===== src/rtl/pid_pkg.sv =====
// ---------------------------------------------------------------------------
// pid_pkg
//   Shared definitions for the PID error front end: data width, saturation
//   bounds, axis indices and the sequencer state encoding.
// ---------------------------------------------------------------------------
package pid_pkg;

   localparam int W = 24;

   // Two's complement bounds of a W-bit value
   localparam logic [W-1:0] SAT_MAX = 24'h7FFFFF;
   localparam logic [W-1:0] SAT_MIN = 24'h800000;

   // Axis indices used by the time-multiplexed datapath
   localparam logic [1:0] AX_PITCH = 2'd0;
   localparam logic [1:0] AX_ROLL  = 2'd1;
   localparam logic [1:0] AX_YAW   = 2'd2;

   typedef enum logic [2:0] {
      S_IDLE = 3'd0,
      S_ERR  = 3'd1,
      S_INT  = 3'd2,
      S_DER  = 3'd3,
      S_FIRE = 3'd4
   } state_t;

endpackage


===== src/rtl/pid_sat_alu.sv =====
// ---------------------------------------------------------------------------
// pid_sat_alu
//   Combinational saturating add/subtract shared by all three axes.
//   Ports:
//     a, b  in  W  two's complement operands
//     sub   in  1  1 = a - b, 0 = a + b
//     lim   in  W  positive clamp magnitude; result held in [-lim, +lim].
//                  lim == SAT_MAX selects the full W-bit range, whose lower
//                  bound is SAT_MIN (one below -SAT_MAX).
//     y     out W  clamped result
// ---------------------------------------------------------------------------
module pid_sat_alu
   import pid_pkg::*;
(
   input  logic [W-1:0] a,
   input  logic [W-1:0] b,
   input  logic         sub,
   input  logic [W-1:0] lim,
   output logic [W-1:0] y
);

   // Clamp a W+1 bit exact result into [lo, hi] derived from lim
   function automatic logic [W-1:0] clamp_fn(input logic signed [W:0] v,
                                             input logic [W-1:0]      l);
      logic signed [W:0] hi_v;
      logic signed [W:0] lo_v;
      hi_v = $signed({1'b0, l});
      if (l == SAT_MAX) begin
         lo_v = $signed({1'b1, SAT_MIN});
      end else begin
         lo_v = -hi_v;
      end
      if (v > hi_v) begin
         clamp_fn = hi_v[W-1:0];
      end else if (v < lo_v) begin
         clamp_fn = lo_v[W-1:0];
      end else begin
         clamp_fn = v[W-1:0];
      end
   endfunction

   logic signed [W:0] a_ext_s;
   logic signed [W:0] b_ext_s;
   logic signed [W:0] raw_s;

   // One extra bit makes the add/sub exact, so overflow is caught by the clamp
   always_comb begin
      a_ext_s = $signed({a[W-1], a});
      b_ext_s = $signed({b[W-1], b});
      if (sub) begin
         raw_s = a_ext_s - b_ext_s;
      end else begin
         raw_s = a_ext_s + b_ext_s;
      end
      y = clamp_fn(raw_s, lim);
   end

endmodule


===== src/rtl/pid_err_sequencer.sv =====
// ---------------------------------------------------------------------------
// pid_err_sequencer
//   Per-sample front end for cal_pid. For pitch, roll and yaw it computes the
//   error e = sp - meas, a clamped integral i and a derivative d = e - e_prev,
//   one axis per cycle through a single saturating ALU, then pulses
//   cal_pid_en. Owns arming and integrator reset.
//   Ports:
//     clk, rst_n            clock, async active-low reset
//     arm                   level, 1 = flight control enabled
//     sample_valid          one-cycle strobe qualifying meas_* / sp_*
//     meas_*, sp_*          measured values and setpoints (W bits)
//     *_error               e per axis
//     i_*_error             integral per axis, held in [-I_LIM, +I_LIM]
//     d_*_error             derivative per axis
//     cal_pid_en            one-cycle pulse, all nine outputs belong to one sample
//     busy                  1 while the sequencer is not idle
//     overrun               sticky, a sample arrived while busy
// ---------------------------------------------------------------------------
module pid_err_sequencer
   import pid_pkg::*;
#(
   parameter logic [W-1:0] I_LIM = 24'd65536
)(
   input  logic         clk,
   input  logic         rst_n,
   input  logic         arm,
   input  logic         sample_valid,
   input  logic [W-1:0] meas_pitch,
   input  logic [W-1:0] meas_roll,
   input  logic [W-1:0] meas_yaw,
   input  logic [W-1:0] sp_pitch,
   input  logic [W-1:0] sp_roll,
   input  logic [W-1:0] sp_yaw,
   output logic [W-1:0] pitch_error,
   output logic [W-1:0] roll_error,
   output logic [W-1:0] yaw_error,
   output logic [W-1:0] i_pitch_error,
   output logic [W-1:0] i_roll_error,
   output logic [W-1:0] i_yaw_error,
   output logic [W-1:0] d_pitch_error,
   output logic [W-1:0] d_roll_error,
   output logic [W-1:0] d_yaw_error,
   output logic         cal_pid_en,
   output logic         busy,
   output logic         overrun
);

   state_t       state_r;
   state_t       state_next_s;
   logic [1:0]   ax_r;
   logic         last_ax_s;
   logic         accept_s;

   logic         arm_q_r;
   logic         first_flag_r;
   logic         cal_pid_en_r;
   logic         busy_r;
   logic         overrun_r;

   logic [W-1:0] sp_lat_r   [3];
   logic [W-1:0] meas_lat_r [3];
   logic [W-1:0] err_r      [3];
   logic [W-1:0] int_r      [3];
   logic [W-1:0] der_r      [3];
   logic [W-1:0] e_prev_r   [3];

   logic [W-1:0] alu_a_s;
   logic [W-1:0] alu_b_s;
   logic [W-1:0] alu_lim_s;
   logic         alu_sub_s;
   logic [W-1:0] alu_y_s;

   assign last_ax_s = (ax_r == AX_YAW);
   assign accept_s  = (state_r == S_IDLE) & sample_valid & arm;

   pid_sat_alu u_alu (
      .a   (alu_a_s),
      .b   (alu_b_s),
      .sub (alu_sub_s),
      .lim (alu_lim_s),
      .y   (alu_y_s)
   );

   // FSM state register
   always_ff @(posedge clk or negedge rst_n) begin
      if (!rst_n) begin
         state_r <= S_IDLE;
      end else begin
         state_r <= state_next_s;
      end
   end

   // FSM next-state logic; disarming aborts any sequence in progress
   always_comb begin
      state_next_s = state_r;
      if (!arm) begin
         state_next_s = S_IDLE;
      end else begin
         case (state_r)
            S_IDLE: begin
               if (sample_valid) begin
                  state_next_s = S_ERR;
               end else begin
                  state_next_s = S_IDLE;
               end
            end
            S_ERR: begin
               if (last_ax_s) begin
                  state_next_s = S_INT;
               end else begin
                  state_next_s = S_ERR;
               end
            end
            S_INT: begin
               if (last_ax_s) begin
                  state_next_s = S_DER;
               end else begin
                  state_next_s = S_INT;
               end
            end
            S_DER: begin
               if (last_ax_s) begin
                  state_next_s = S_FIRE;
               end else begin
                  state_next_s = S_DER;
               end
            end
            S_FIRE:  state_next_s = S_IDLE;
            default: state_next_s = S_IDLE;
         endcase
      end
   end

   // FSM output logic: ALU operand selection for the current state and axis
   always_comb begin
      alu_a_s   = {W{1'b0}};
      alu_b_s   = {W{1'b0}};
      alu_sub_s = 1'b0;
      alu_lim_s = SAT_MAX;
      case (state_r)
         S_ERR: begin
            alu_a_s   = sp_lat_r[ax_r];
            alu_b_s   = meas_lat_r[ax_r];
            alu_sub_s = 1'b1;
            alu_lim_s = SAT_MAX;
         end
         S_INT: begin
            alu_a_s   = int_r[ax_r];
            alu_b_s   = err_r[ax_r];
            alu_sub_s = 1'b0;
            alu_lim_s = I_LIM;
         end
         S_DER: begin
            alu_a_s   = err_r[ax_r];
            alu_b_s   = e_prev_r[ax_r];
            alu_sub_s = 1'b1;
            alu_lim_s = SAT_MAX;
         end
         default: begin
            alu_a_s   = {W{1'b0}};
            alu_b_s   = {W{1'b0}};
            alu_sub_s = 1'b0;
            alu_lim_s = SAT_MAX;
         end
      endcase
   end

   // Axis counter: walks pitch, roll, yaw within each compute state
   always_ff @(posedge clk or negedge rst_n) begin
      if (!rst_n) begin
         ax_r <= AX_PITCH;
      end else if (!arm || state_r == S_IDLE || state_r == S_FIRE || last_ax_s) begin
         ax_r <= AX_PITCH;
      end else begin
         ax_r <= ax_r + 2'd1;
      end
   end

   // Input latches and per-axis result banks
   always_ff @(posedge clk or negedge rst_n) begin
      if (!rst_n) begin
         for (int k = 0; k < 3; k++) begin
            sp_lat_r[k]   <= {W{1'b0}};
            meas_lat_r[k] <= {W{1'b0}};
            err_r[k]      <= {W{1'b0}};
            int_r[k]      <= {W{1'b0}};
            der_r[k]      <= {W{1'b0}};
            e_prev_r[k]   <= {W{1'b0}};
         end
         first_flag_r <= 1'b0;
      end else if (!arm) begin
         // Disarmed: integrators and history restart from zero on re-arm
         for (int k = 0; k < 3; k++) begin
            err_r[k]    <= {W{1'b0}};
            int_r[k]    <= {W{1'b0}};
            der_r[k]    <= {W{1'b0}};
            e_prev_r[k] <= {W{1'b0}};
         end
         first_flag_r <= 1'b1;
      end else begin
         if (accept_s) begin
            sp_lat_r[AX_PITCH]   <= sp_pitch;
            sp_lat_r[AX_ROLL]    <= sp_roll;
            sp_lat_r[AX_YAW]     <= sp_yaw;
            meas_lat_r[AX_PITCH] <= meas_pitch;
            meas_lat_r[AX_ROLL]  <= meas_roll;
            meas_lat_r[AX_YAW]   <= meas_yaw;
            // arm rising in the same cycle as the sample: no valid history yet
            if (!arm_q_r) begin
               first_flag_r <= 1'b1;
            end
         end
         case (state_r)
            S_ERR: err_r[ax_r] <= alu_y_s;
            S_INT: int_r[ax_r] <= alu_y_s;
            S_DER: begin
               if (first_flag_r) begin
                  der_r[ax_r] <= {W{1'b0}};
               end else begin
                  der_r[ax_r] <= alu_y_s;
               end
               e_prev_r[ax_r] <= err_r[ax_r];
               if (last_ax_s) begin
                  first_flag_r <= 1'b0;
               end
            end
            default: begin
            end
         endcase
      end
   end

   // Registered status outputs and arm history
   always_ff @(posedge clk or negedge rst_n) begin
      if (!rst_n) begin
         arm_q_r      <= 1'b0;
         cal_pid_en_r <= 1'b0;
         busy_r       <= 1'b0;
         overrun_r    <= 1'b0;
      end else begin
         arm_q_r      <= arm;
         cal_pid_en_r <= arm & (state_r == S_FIRE);
         busy_r       <= (state_next_s != S_IDLE);
         if (!arm) begin
            overrun_r <= 1'b0;
         end else if (sample_valid && state_r != S_IDLE) begin
            overrun_r <= 1'b1;
         end
      end
   end

   assign pitch_error   = err_r[AX_PITCH];
   assign roll_error    = err_r[AX_ROLL];
   assign yaw_error     = err_r[AX_YAW];
   assign i_pitch_error = int_r[AX_PITCH];
   assign i_roll_error  = int_r[AX_ROLL];
   assign i_yaw_error   = int_r[AX_YAW];
   assign d_pitch_error = der_r[AX_PITCH];
   assign d_roll_error  = der_r[AX_ROLL];
   assign d_yaw_error   = der_r[AX_YAW];
   assign cal_pid_en    = cal_pid_en_r;
   assign busy          = busy_r;
   assign overrun       = overrun_r;

endmodule


===== config.mk =====
export PLATFORM = sky130hd
export DESIGN_NAME = pid_err_sequencer
export DESIGN_NICKNAME = d
export VERILOG_FILES = /design/src/rtl/pid_pkg.sv /design/src/rtl/pid_sat_alu.sv /design/src/rtl/pid_err_sequencer.sv
export SDC_FILE = /design/constraint.sdc
export NUM_CORES = 1
export LEC_CHECK = 0
export BUFFER_PORTS_ARGS = -buffer_cell sky130_fd_sc_hd__buf_2
export CAP_MARGIN = 40
export CELL_PAD_IN_SITES_DETAIL_PLACEMENT = 2
export CELL_PAD_IN_SITES_GLOBAL_PLACEMENT = 2
export CORE_ASPECT_RATIO = 0.5
export CORE_UTILIZATION = 40
export CTS_CLUSTER_DIAMETER = 100
export DETAILED_ROUTE_END_ITERATION = 6
export PLACE_DENSITY_LB_ADDON = 0.25
export SETUP_SLACK_MARGIN = 0.1
export SLEW_MARGIN = 0
export SYNTH_ARGS = -nofsm -noshare
export SYNTH_HDL_FRONTEND = slang
export SYNTH_SLANG_ARGS = --single-unit

===== constraint.sdc =====
create_clock -name clk -period 15.6 [get_ports clk]
set_input_delay 1.56 -clock clk [delete_from_list [all_inputs] [get_ports clk]]
set_output_delay 1.56 -clock clk [all_outputs]
set_load 0.03 [all_outputs]

==> impl_metrics.tcl <==
set metrics [dict create \
    wl_per_cell_um 30.4 \
    drt_iter0_markers 1959 \
    grt_max_degree 109 \
    utilization_pct 48.5 \
    cts_resized 0 \
    antenna_left 0 \
    wl_met2_mm 42.9 \
    io_pins 367 \
    num-fill-cells 5740 \
    portBuffers 366 \
    slew_headroom_pct 34.5 \
    critPathCaptureType "flip-flop" \
    async_flop_share_pct 100 \
    period_share_pct 63.1 \
    clock-sinks 442 \
    ys_ff_latch 442 \
    leakage_nw 12.9 \
    synthCells 2034 \
    initial_core_util_pct 40.6 \
    rsz0062_at_grt "no" \
    die_y_um 170 \
    fmax_mhz 102 \
    clockRootBuffer "clkbuf_16" \
    synth-edff-count 0 \
    synth_nets 2240 \
    routed_wirelength_mm 95.7 \
    dpl.cell_count 3065 \
    gr-total-overflow 0 \
    powerDensity_mw_per_mm2 137 \
    cts_tree "done" \
    area_growth_pct 19.4 \
    fin_nets 2563 \
    holdWs_ns 0.486 \
    die_x_um 338 \
    clk_latency_ns 0.60 \
    wl_met3_mm 8.55 \
    top_layer "met5" \
    hpwl_mm 68.6 \
    postCtsSetupBuffers 0 \
    worstSetupPathType "reg2reg" \
    grt_pass1_wl_mm 140 \
    yosysWarnings 0 \
    worst_pin_slew_ns 0.982 \
    die-area_mm2 0.0575 \
    required_ns 16.07 \
    hold_viol_final 0 \
    netlist_area_mm2 0.0226 \
    hold_path.class "reg2reg" \
    fin_cells 3151 \
    track_usage_pct 32.8 \
    status "finished clean" \
    ys.flop_type "dfrtp_1" \
    seq_area_frac_synth_pct 48.9 \
    skew_ns 0.0306 \
    ir_drop_uv 92.5 \
    syn_avg_cell_area_um2 11.1 \
    reg2reg_slack_ns 5.76 \
    wl_met1_mm 41.5 \
    cts_buffers 45 \
    drc 0 \
    grt_pass1_vias 20900 \
    clock_path_buffers 3 \
    cap_violations 0 \
    vias 19800 \
    maxSlewViolCount 0 \
    placementRows 61 \
    path_max_fanout 40 \
    hold_buffers 0 \
    finalSetupTns_ns 0 \
    dr.pass1.iters 7 \
    cts_htree_levels 2 \
    drive_gt1_share_pct 29.0 \
    vias_per_cell 6.28 \
    gp_congestion 0.912 \
    path_clk_slew_ns 0.07 \
    antenna_found_initial 7 \
    post-route-min-period_ns 9.84 \
    cp-start-kind "flip-flop" \
    cp.arrival_ns 10.31 \
    synth.distinct_cells 82 \
    setup_viol 0 \
    core-area_mm2 0.0557 \
]
## per-stage QoR
step	setup slack, ns	instance area [um2]	total power (W)
final	5.76	27000	0.00371
after global routing	5.48	27000	0.00383
after detailed placement	6.21	25500	0.00252
after global placement	6.05	25200	0.00245
after CTS	6.09	27000	0.00369
after floorplan	8.06	22600	0.00197
## final cells by class
| class | instances | area [um2] | share of cell area [%] |
|---|---|---|---|
| clock buffers | 65 | 1280 | 4.75 |
| inverters | 35 | 131 | 0.487 |
| repair buffers | 432 | 2510 | 9.31 |
| well taps | 756 | 946 | 3.50 |
| flip-flops and latches | 442 | 11100 | 41.0 |
| multi-input cells | 1401 | 10800 | 40.0 |
| diodes | 5 | 12.5 | 0.0463 |
| clock inverters | 15 | 233 | 0.862 |
## per-layer routing
| metal | global-route usage, % | vias up |
|---|---|---|
| met5 | 0 | - |
| met4 | 10.2 | 2 |
| met3 | 9.36 | 162 |
| met2 | 50.2 | 762 |
| met1 | 45.0 | 10600 |
| li1 | - | 8296 |
## logic make-up (layout without fill, tap and decap cells)
kind of cell | after synthesis | after routing | share of synthesized area [%]
AOI/OAI and AO/OA | 580 | 580 | 20.0
and+or+nand+nor | 449 | 449 | 9.24
DFF | 442 | 442 | 48.9
muxes | 270 | 270 | 13.2
buffers and inverters | 191 | 547 | 3.65
adders and majority gates | 58 | 58 | 3.24
xor gates and xnor gates | 44 | 44 | 1.70
other | 0 | 5 | 0
## layout by cell type (no fill, tap or decap), drive strengths merged, types with 50 or more instances in the layout
| master | instances |
|---|---|
| a21oi | 59 |
| a221o | 62 |
| a22o | 50 |
| a32o | 54 |
| buf | 431 |
| clkbuf | 65 |
| dfrtp | 442 |
| ha | 57 |
| mux2 | 150 |
| mux2i | 112 |
| nand2 | 192 |
| nor2 | 116 |
| o21ai | 88 |
## critical path, stage by stage (launching register included)
cell and delay (ns):
dfrtp_4 0.80, buf_4 0.68, mux2i_1 0.40, nor2_1 0.07, a21oi_1 0.73, o21ai_0 0.31, nand2b_1 0.28, o21ai_0 0.27
xnor2_1 0.30, ha_1 0.44, a21o_1 0.24, a211oi_1 0.41, o21a_1 0.24, o21a_1 0.18, o21ai_0 0.15, xnor2_2 0.77
inv_1 0.33, ha_1 0.41, nand4_1 0.11, nor2_1 0.22, nand3_1 0.09, or3_1 0.33, a32oi_1 0.47, or3_1 0.75
nor2_2 0.33, a221o_1 0.36
## power by group
group	total, W	switching, W	internal (W)
logic	0.00123	0.000868	0.000366
registers	0.00131	0.0000748	0.00124
clock network	0.00116	0.000492	0.000670
total	0.00371	0.00143	0.00228
## synth_stat cells, drive strengths merged (32+ instances only)
cell type  number  area [um2]
dfrtp         442       11100
a22o           50         438
o311ai         43         377
ha             57         713
mux2          150        1690
o22ai          38         238
nor2          116         443
buf            54         312
o21ai          88         440
a21oi          59         295
mux2i         112        1120
clkbuf        102         383
nand2         192         721
a221o          62         621
a32o           54         541
inv            32         120
## state kept, by name, summed over array words and instances (netlist names)
name / count
d_roll_error: 24
ax_r: 2
overrun: 1
meas_lat_r: 72
arm_q_r: 1
busy: 1
d_pitch_error: 24
i_roll_error: 24
d_yaw_error: 24
i_pitch_error: 24
state_r: 3
pitch_error: 24
yaw_error: 24
e_prev_r: 72
roll_error: 24
sp_lat_r: 72
first_flag_r: 1
i_yaw_error: 24
cal_pid_en: 1
## path summary, 6_finish.rpt
check,cells after the start,end,from
setup reg to reg,25,d_yaw_error[2],ax_r[0]
hold / removal,2,d_pitch_error[20],d_pitch_error[20]
hold reg to reg,2,d_pitch_error[20],d_pitch_error[20]
min in group asynchronous,1,meas_lat_r[60],rst_n
setup / recovery,25,d_yaw_error[2],ax_r[0]
max in group asynchronous,6,sp_lat_r[19],rst_n
Note: power is estimated with default switching activity, not from simulation.
